--- config.mk ---
export PLATFORM = sky130hd
export DESIGN_NAME = countdown_timer
export DESIGN_NICKNAME = d
export VERILOG_FILES = /design/src/rtl/countdown_pkg.sv /design/src/rtl/down_counter.sv /design/src/rtl/countdown_timer.sv
export SDC_FILE = /design/constraint.sdc
export NUM_CORES = 1
export LEC_CHECK = 0
export CORE_AREA = 2 2 45 43
export DETAILED_ROUTE_END_ITERATION = 16
export DIE_AREA = 0 0 47 45
export GPL_TIMING_DRIVEN = 0
export MAX_ROUTING_LAYER = met4
export PLACE_DENSITY = 0.67
export SLEW_MARGIN = 20
export SYNTH_ARGS = -nofsm -noshare
export SYNTH_HDL_FRONTEND = slang
export SYNTH_SLANG_ARGS = --single-unit
--- constraint.sdc ---
create_clock -name clock -period 1.5 [get_ports clock]
set_clock_uncertainty 0.1 [all_clocks]
set_input_delay 0.15 -clock clock [delete_from_list [all_inputs] [get_ports clock]]
set_output_delay 0.15 -clock clock [all_outputs]
set_load 0.1 [all_outputs]
--- src/rtl/countdown_pkg.sv ---
// countdown_pkg: shared state encoding and default width for the countdown timer
package countdown_pkg;
  localparam int DEFAULT_WIDTH = 4;
  typedef enum logic [1:0] {IDLE, RUN, EXPIRED} state_t;
endpackage

--- src/rtl/down_counter.sv ---
// down_counter: loadable down-counter that saturates at zero
module down_counter
  import countdown_pkg::*;
#(
  parameter int WIDTH = DEFAULT_WIDTH
) (
  input  logic             clock,
  input  logic             reset,
  input  logic             load,
  input  logic             dec,
  input  logic [WIDTH-1:0] d,
  output logic [WIDTH-1:0] q,
  output logic             is_one
);
  logic [WIDTH-1:0] q_q, q_d;
  always_comb q_d = load ? d : (dec && q_q != '0) ? q_q - WIDTH'(1) : q_q;
  always_ff @(posedge clock or posedge reset)
    if (reset) q_q <= '0;
    else q_q <= q_d;
  assign q = q_q;
  assign is_one = q_q == WIDTH'(1);
endmodule

--- src/rtl/countdown_timer.sv ---
// countdown_timer: loadable countdown with done pulse, optional auto-reload and an IDLE/RUN/EXPIRED FSM
module countdown_timer
  import countdown_pkg::*;
#(
  parameter int WIDTH = DEFAULT_WIDTH
) (
  input  logic             clock,
  input  logic             reset,
  input  logic             enable,
  input  logic             load,
  input  logic [WIDTH-1:0] cnt_in,
  input  logic             auto_reload,
  output logic [WIDTH-1:0] cnt,
  output logic             done,
  output logic             busy,
  output logic             expired
);
  state_t state_q, state_d;
  logic [WIDTH-1:0] reload_q, reload_d, ctr_d;
  logic done_q, done_d, tc, is_one, ctr_load;
  always_comb begin
    tc = state_q == RUN && enable && !load && is_one;
    state_d = load ? (cnt_in != '0 ? RUN : IDLE) : tc ? (auto_reload ? RUN : EXPIRED) : state_q;
    reload_d = load ? cnt_in : reload_q;
    done_d = tc;
    ctr_load = load || (tc && auto_reload);
    ctr_d = load ? cnt_in : reload_q;
  end
  always_ff @(posedge clock or posedge reset)
    if (reset) begin
      state_q <= IDLE;
      reload_q <= '0;
      done_q <= 1'b0;
    end else begin
      state_q <= state_d;
      reload_q <= reload_d;
      done_q <= done_d;
    end
  down_counter #(.WIDTH(WIDTH)) u_ctr (
    .clock(clock),
    .reset(reset),
    .load(ctr_load),
    .dec(enable && state_q == RUN),
    .d(ctr_d),
    .q(cnt),
    .is_one(is_one)
  );
  assign done = done_q;
  assign busy = state_q == RUN;
  assign expired = state_q == EXPIRED;
endmodule
==> metrics.md <==
| Metric | Value |
|---|---|
| Hold Crit Class | `in2async` |
| Overall Power | `1.528 mW` |
| #FFs+latches synth | `11` |
| FILL cells | `133` |
| DRC violations left | `0` |
| Failing checks | `negative setup slack` |
| Net Count, Synth | `61` |
| Overall routed net length | `1164 um` |
| Drt pass-1 iters | `3` |
| Logic gate share of total power | `61.0%` |
| Ys flop type | `dfrtp_1` |
| # rows | `14` |
| Vias in the first global route | `440` |
| Crit path capture | `u_ctr.q[3]$_DFFE_PP0P_` |
| RSZ-0062 raised after global routing | `yes` |
| Clock sink count | `11` |
| CTS root buf | `clkbuf_4` |
| Num CTS Buffers | `3` |
| Reg2Reg Setup Slack | `-90 ps` |
| Gpl congestion | `0.7217` |
| Slowest CP cell | `dfrtp_2` |
| CORE AREA | `1612 um2` |
| CP endpoint kind | `flop` |
| Max-slew violations | `0` |
| Setup Crit Path Kind | `reg2reg` |
| Worst-Margin Slew | `548.6 ps` |
| Reg2reg end | `u_ctr.q[3]$_DFFE_PP0P_` |
| Async set-reset flop share out of synthesis | `100.0%` |
| Setup WS pre-CTS | `-475.4 ps` |
| Power density cells | `1620 nW/um2` |
| Leakage power | `0.4203 nW` |
| Data arrival time of the worst path | `1640 ps` |
| Max rail drop VDD | `0.8927 mV` |
| Die area | `2115 um2` |
| Insertion delay to the later sink of the worst-skew pair | `270 ps` |
| ANT nets after route | `0` |
| Non-filler cells, final | `98` |
| Slowest stage delay, CP | `400 ps` |
| Clock-pin slew on the worst setup and hold paths | `70 ps` |
| GRT Overall Usage | `13.97%` |
| Sequential element share of the synthesized area | `44.62%` |
| Slew Limit Headroom | `63.60%` |
| Final WS setup | `-85.61 ps` |
| Crit path from | `u_ctr.q[1]$_DFFE_PP0P_` |
| CTS tree | `done` |
| Synth cell count leaders | `11 x dfrtp_1, 5 x inv_1, 5 x mux2_2` |
| Distinct cells, synth | `24` |
| Initial antenna violation count | `0` |
| Ratio of cells with drive above 1 in the final layout | `59.46%` |
| GRT overflow | `0` |
| Worst reg2reg path depth | `7` |
| Synth area leaders | `dfrtp_1 45%, mux2_4 9.7%, mux2_2 9.1%` |
| Fin crit share | `105.7%` |
| Status | `finished with violations` |
| Fmax | `630.7 MHz` |
| Cell Area, Synth | `616.8 um2` |
| Largest net degree at the start of global routing | `12` |
| Max-cap violations | `0` |
| Final core occ | `58.54%` |
| Setup violations, final | `4` |
| Die height | `45 um` |
| Final Hold Viols | `0` |
| Pint | `0.8220 mW` |
| Clock tree buffer depth | `2` |
| Max Fanout on Critical Path | `4` |
| Register share of total power | `25.9%` |
| CP startpoint kind | `flop` |
| Dominant cell type by area after synthesis | `dfrtp_1` |
| Area Overhead vs Synth | `52.94%` |
| Routed WL per cell | `11.88 um` |
| DP Cell Count | `87` |
| DR vias | `437` |
| Global-route wire length before repair | `1932 um` |
| Share of the synthesized area in the top cell type | `44.62%` |
| DP Wirelength | `816.4 um` |
| Layout Nets | `87` |
| IO Count | `16` |
| Syn Area/Cell | `12.59 um2` |
| Worst path cell trace | `buf_6 -> inv_8 -> buf_6 -> ha_4 -> nor2_1 -> mux2_4 -> mux2_4` |
| H-tree Lvls | `1` |
| Via/cell ratio | `4.459` |
| Worst r2r src | `u_ctr.q[1]$_DFFE_PP0P_` |
| Sum Neg Setup Slack | `-314.4 ps` |
| CP required | `1560 ps` |
| Die X | `47 um` |
| Post-synth EDFFs | `0` |
| Clock power frac | `13.1%` |
| Top-count cell post-synth | `dfrtp_1` |
| Cells after Synth | `49` |
| Initial Util | `38.28%` |
| # port buffers | `14` |
| DR iter-0 viols | `4` |
| Minimum clock period | `1586 ps` |
| Net Sw Frac | `46.21%` |
| Antenna diode count | `0` |
| Yosys warning total | `0` |
| P_sw | `0.7063 mW` |
worst max-delay path, delay by kind of cell (launching register included):
kind | cells | cell delay, ps
muxes | 2 | 520
DFF | 1 | 400
and+or+nand+nor | 1 | 40
buffers and inverters | 3 | 280
adders and majority gates | 1 | 130
flip-flops by register name, indices dropped and copies added (netlist names):
| register | count |
|---|---|
| reload_q | 4 |
| state_q | 2 |
| u_ctr.q | 4 |
| done | 1 |
logic make-up (layout without fill, tap and decap cells):
logic type | Yosys count | after routing | share of synthesized area [%]
compound gates | 5 | 5 | 6.086
xor+xnor | 2 | 2 | 2.840
fa+ha+maj | 3 | 3 | 6.086
buf+inv | 7 | 32 | 5.476
flops | 11 | 11 | 44.62
mux | 10 | 10 | 20.49
simple gates | 11 | 11 | 14.40
how the worst min path moves through the flow:
stage               cells after the start                      to   from
floorplan                               1          done$_DFF_PP0_  reset
global placement                        2   reload_q[0]$_DFF_PP0_  reset
detailed placement                      2   reload_q[0]$_DFF_PP0_  reset
CTS                                     2   reload_q[0]$_DFF_PP0_  reset
global route                            2   reload_q[0]$_DFF_PP0_  reset
finish                                  2  state_q[0]$_DFFE_PP0P_  reset
power groups by stage:
| stage | logic (mW) | clock network, mW | registers, mW |
|---|---|---|---|
| finish | 0.932 | 0.200 | 0.396 |
| global route | 0.980 | 0.222 | 0.405 |
| CTS | 0.886 | 0.206 | 0.393 |
| detailed placement | 0.720 | 0 | 0.400 |
| global placement | 0.712 | 0 | 0.399 |
| floorplan | 0.283 | 0 | 0.680 |
through the flow:
step	instance area [um2]	hold WS [ps]
finish	943.4	64.15
global route	943.4	115.4
CTS	923.4	78.05
detailed placement	792.0	370.2
global placement	792.0	360.0
floorplan	621.8	-97.83
routing by layer:
| layer | track usage (%) | share of wire (%) | vias up |
|---|---|---|---|
| li1 | - | - | 216 |
| met1 | 19.08 | 49 | 203 |
| met2 | 19.18 | 43 | 15 |
| met3 | 2.400 | 5.5 | 3 |
| met4 | 8.333 | 2.1 | 0 |
| met5 | - | 0 | - |
cell usage in the layout, fill, tap and decap left out, types with 3 or more instances in the layout:
cell type        count
buf_4                6
buf_6                4
clkbuf_4             3
clkdlybuf4s50_1      7
dfrtp_1              7
dfrtp_2              4
ha_4                 3
inv_1                3
mux2_2               4
mux2_4               5
nor2_1               3
what timing repair did:
| action | CTS | global route |
|---|---|---|
| hold buffers | 0 | 0 |
| pin swaps | 4 | 1 |
| setup buffers | 7 | 1 |
| endpoints found under the setup margin | 12 | 9 |
| resized for setup | 43 | 11 |
cell type report:
cell class | instances | area [um2] | area share (%)
plain buffers | 1 | 3.754 | 0.3979
clock buffers | 4 | 26.28 | 2.785
inverters | 5 | 30.03 | 3.183
multi-input cells | 31 | 370.4 | 39.26
flip-flops and latches | 11 | 280.3 | 29.71
well taps | 24 | 30.03 | 3.183
repair buffers | 22 | 202.7 | 21.49
No activity file was read; power rests on OpenSTA's default activity.
==> RTL change (config.mk and constraints unchanged) <==
Change the package constant `DEFAULT_WIDTH` from 4 to 3.
--- a/src/rtl/countdown_pkg.sv
+++ b/src/rtl/countdown_pkg.sv
@@ -1,5 +1,5 @@
 // countdown_pkg: shared state encoding and default width for the countdown timer
 package countdown_pkg;
-  localparam int DEFAULT_WIDTH = 4;
+  localparam int DEFAULT_WIDTH = 3;
   typedef enum logic [1:0] {IDLE, RUN, EXPIRED} state_t;
 endpackage
Ports: changed (resized cnt and cnt_in); port bits go from 16 to 14. No check against the original RTL was run, so the function may have changed too.
==> RTL change against the unedited design <==
The run still ends with negative setup slack left. Utilization decreased by 12 points. Count of clock-buffer cells in the layout unchanged. Sequential power decreased by 16%. Routed wire length decreased by 20%. Design area decreased by 20%. Worst hold slack got worse by 0.017 ns. Final cell count decreased by 15%. Area after synthesis decreased by 19%. Clock power decreased by 8%. Worst setup slack got worse by 0.080 ns. Sequential cell count decreased by 2. Sequential share of layout area increased by 1.5 points. Non-clock buffer count decreased by 7. Power decreased by 29%. Critical path type unchanged. Critical endpoint is now u_ctr.q[1]. Largest cell class unchanged. Largest power group unchanged.
==> RTL change: results (changes against the unedited design) <==
| Metric | Value |
|---|---|
| Status | `finished, violations left` |
| Failing checks | `negative setup slack` |
| GR Util All Layers | `12.17% (-1.8 points)` |
| Leakage power | `0.3269 nW (-22%)` |
| Post-synthesis sequential area ratio | `45.00% (+0.38 points)` |
| Setup_tns | `-0.4789 ns (-0.1646 ns)` |
| Critical Path Max Stage Delay | `0.44 ns (+0.04 ns)` |
| Pin count of the biggest net entering global routing | `10 (-2)` |
| Worst Path Arrival | `1.71 ns (+0.07 ns)` |
| Synth unique cells | `19 (-21%)` |
| # resized after CTS | `30 (-30%)` |
| Fin cells | `83 (-15%)` |
| Setup WS post-layout | `-0.1652 ns (-0.07963 ns)` |
| Final Wtd Congestion | `0.7196 (-0.29%)` |
| Post-Synthesis Cells | `40 (-18%)` |
| Area share of the largest cell type after synthesis | `45.00% (+0.38 points)` |
| Slew HR | `64.01% (+0.41 points)` |
| Number of filler cells placed in the layout | `158 (+19%)` |
| Largest cells by area after synthesis | `dfrtp_1 (45%), mux2_4 (9.0%), ha_1 (7.5%)` |
| Worst VDD drop | `807.8 uV (-9.5%)` |
| Share of cells above drive strength 1 | `54.24% (-5.2 points)` |
| Placed Instances | `76 (-13%)` |
| PortBufs | `12 (-2)` |
| Synth Area in Compound Gates | `9.750% (+3.7 points)` |
| DP Wirelength | `685.7 microns (-16%)` |
| Max stage delay cell, worst path | `dfrtp_4` |
| Final nets | `71 (-18%)` |
| Endpoints failing setup | `3 (-1)` |
| Top delay family on crit path | `flip-flops` |
| Synth Area in XOR/XNOR | `1.750% (-1.1 points)` |
| Initial DRC Count | `8 (+4)` |
| DR WL/cell | `11.27 microns (-5.2%)` |
| Post-synth top cells | `dfrtp_1 (9), inv_1 (5), ha_1 (3), mux2_2 (3), mux2_4 (3)` |
| Critical Path Fanout Max | `3 (-1)` |
==> RTL change: worst max-delay path by stage <==
stage / startpoint / endpoint / slack, ns
after floorplan: u_ctr.q[1] / u_ctr.q[2] / -0.36
after global placement: state_q[0] / busy / -0.50
after detailed placement: state_q[0] / busy / -0.52
after CTS: u_ctr.q[0] / u_ctr.q[0] / -0.18
after global routing: u_ctr.q[0] / u_ctr.q[0] / -0.21
final: u_ctr.q[0] / u_ctr.q[1] / -0.17
==> RTL change: through the flow <==
step	utilization, %	area, sq um	hold slack (ns)
after floorplan	-	519.2	-0.1221
after global placement	41.54	669.4	0.3330
after detailed placement	41.54	669.4	0.3388
after CTS	45.96	740.7	0.04620
after global routing	46.58	750.7	0.08287
final	46.58	750.7	0.04680
==> RTL change: layer usage <==
layer | global-route usage, % | vias to the layer above | part of all wire [%]
met5 | - | - | 0
met4 | 6.667 | 0 | 0.75
met3 | 2.400 | 2 | 3.1
met2 | 16.71 | 7 | 50
met1 | 16.67 | 178 | 46
li1 | - | 175 | -
==> RTL change: worst reg2reg max path: stages (launching register included) <==
cell      delay, ns
dfrtp_4        0.44
inv_4          0.04
ha_4           0.15
ha_4           0.14
and4bb_4       0.33
mux2i_1        0.09
mux2_4         0.25
==> RTL change: power by group <==
part	total [W]	switching (W)	internal, W
sequential	0.000333	0.0000393	0.000294
combinational	0.000573	0.000363	0.000210
clock	0.000184	0.0000816	0.000102
==> RTL change: final cells by class <==
type	count	area [sq um]	share of cell area [%]
Multi-Input combinational cell	25	295.3	39.33
Buffer	1	5.005	0.6667
Clock buffer	4	26.28	3.500
Tap cell	24	30.03	4.000
Timing Repair Buffer	15	136.4	18.17
Inverter	5	23.77	3.167
Sequential cell	9	234.0	31.17
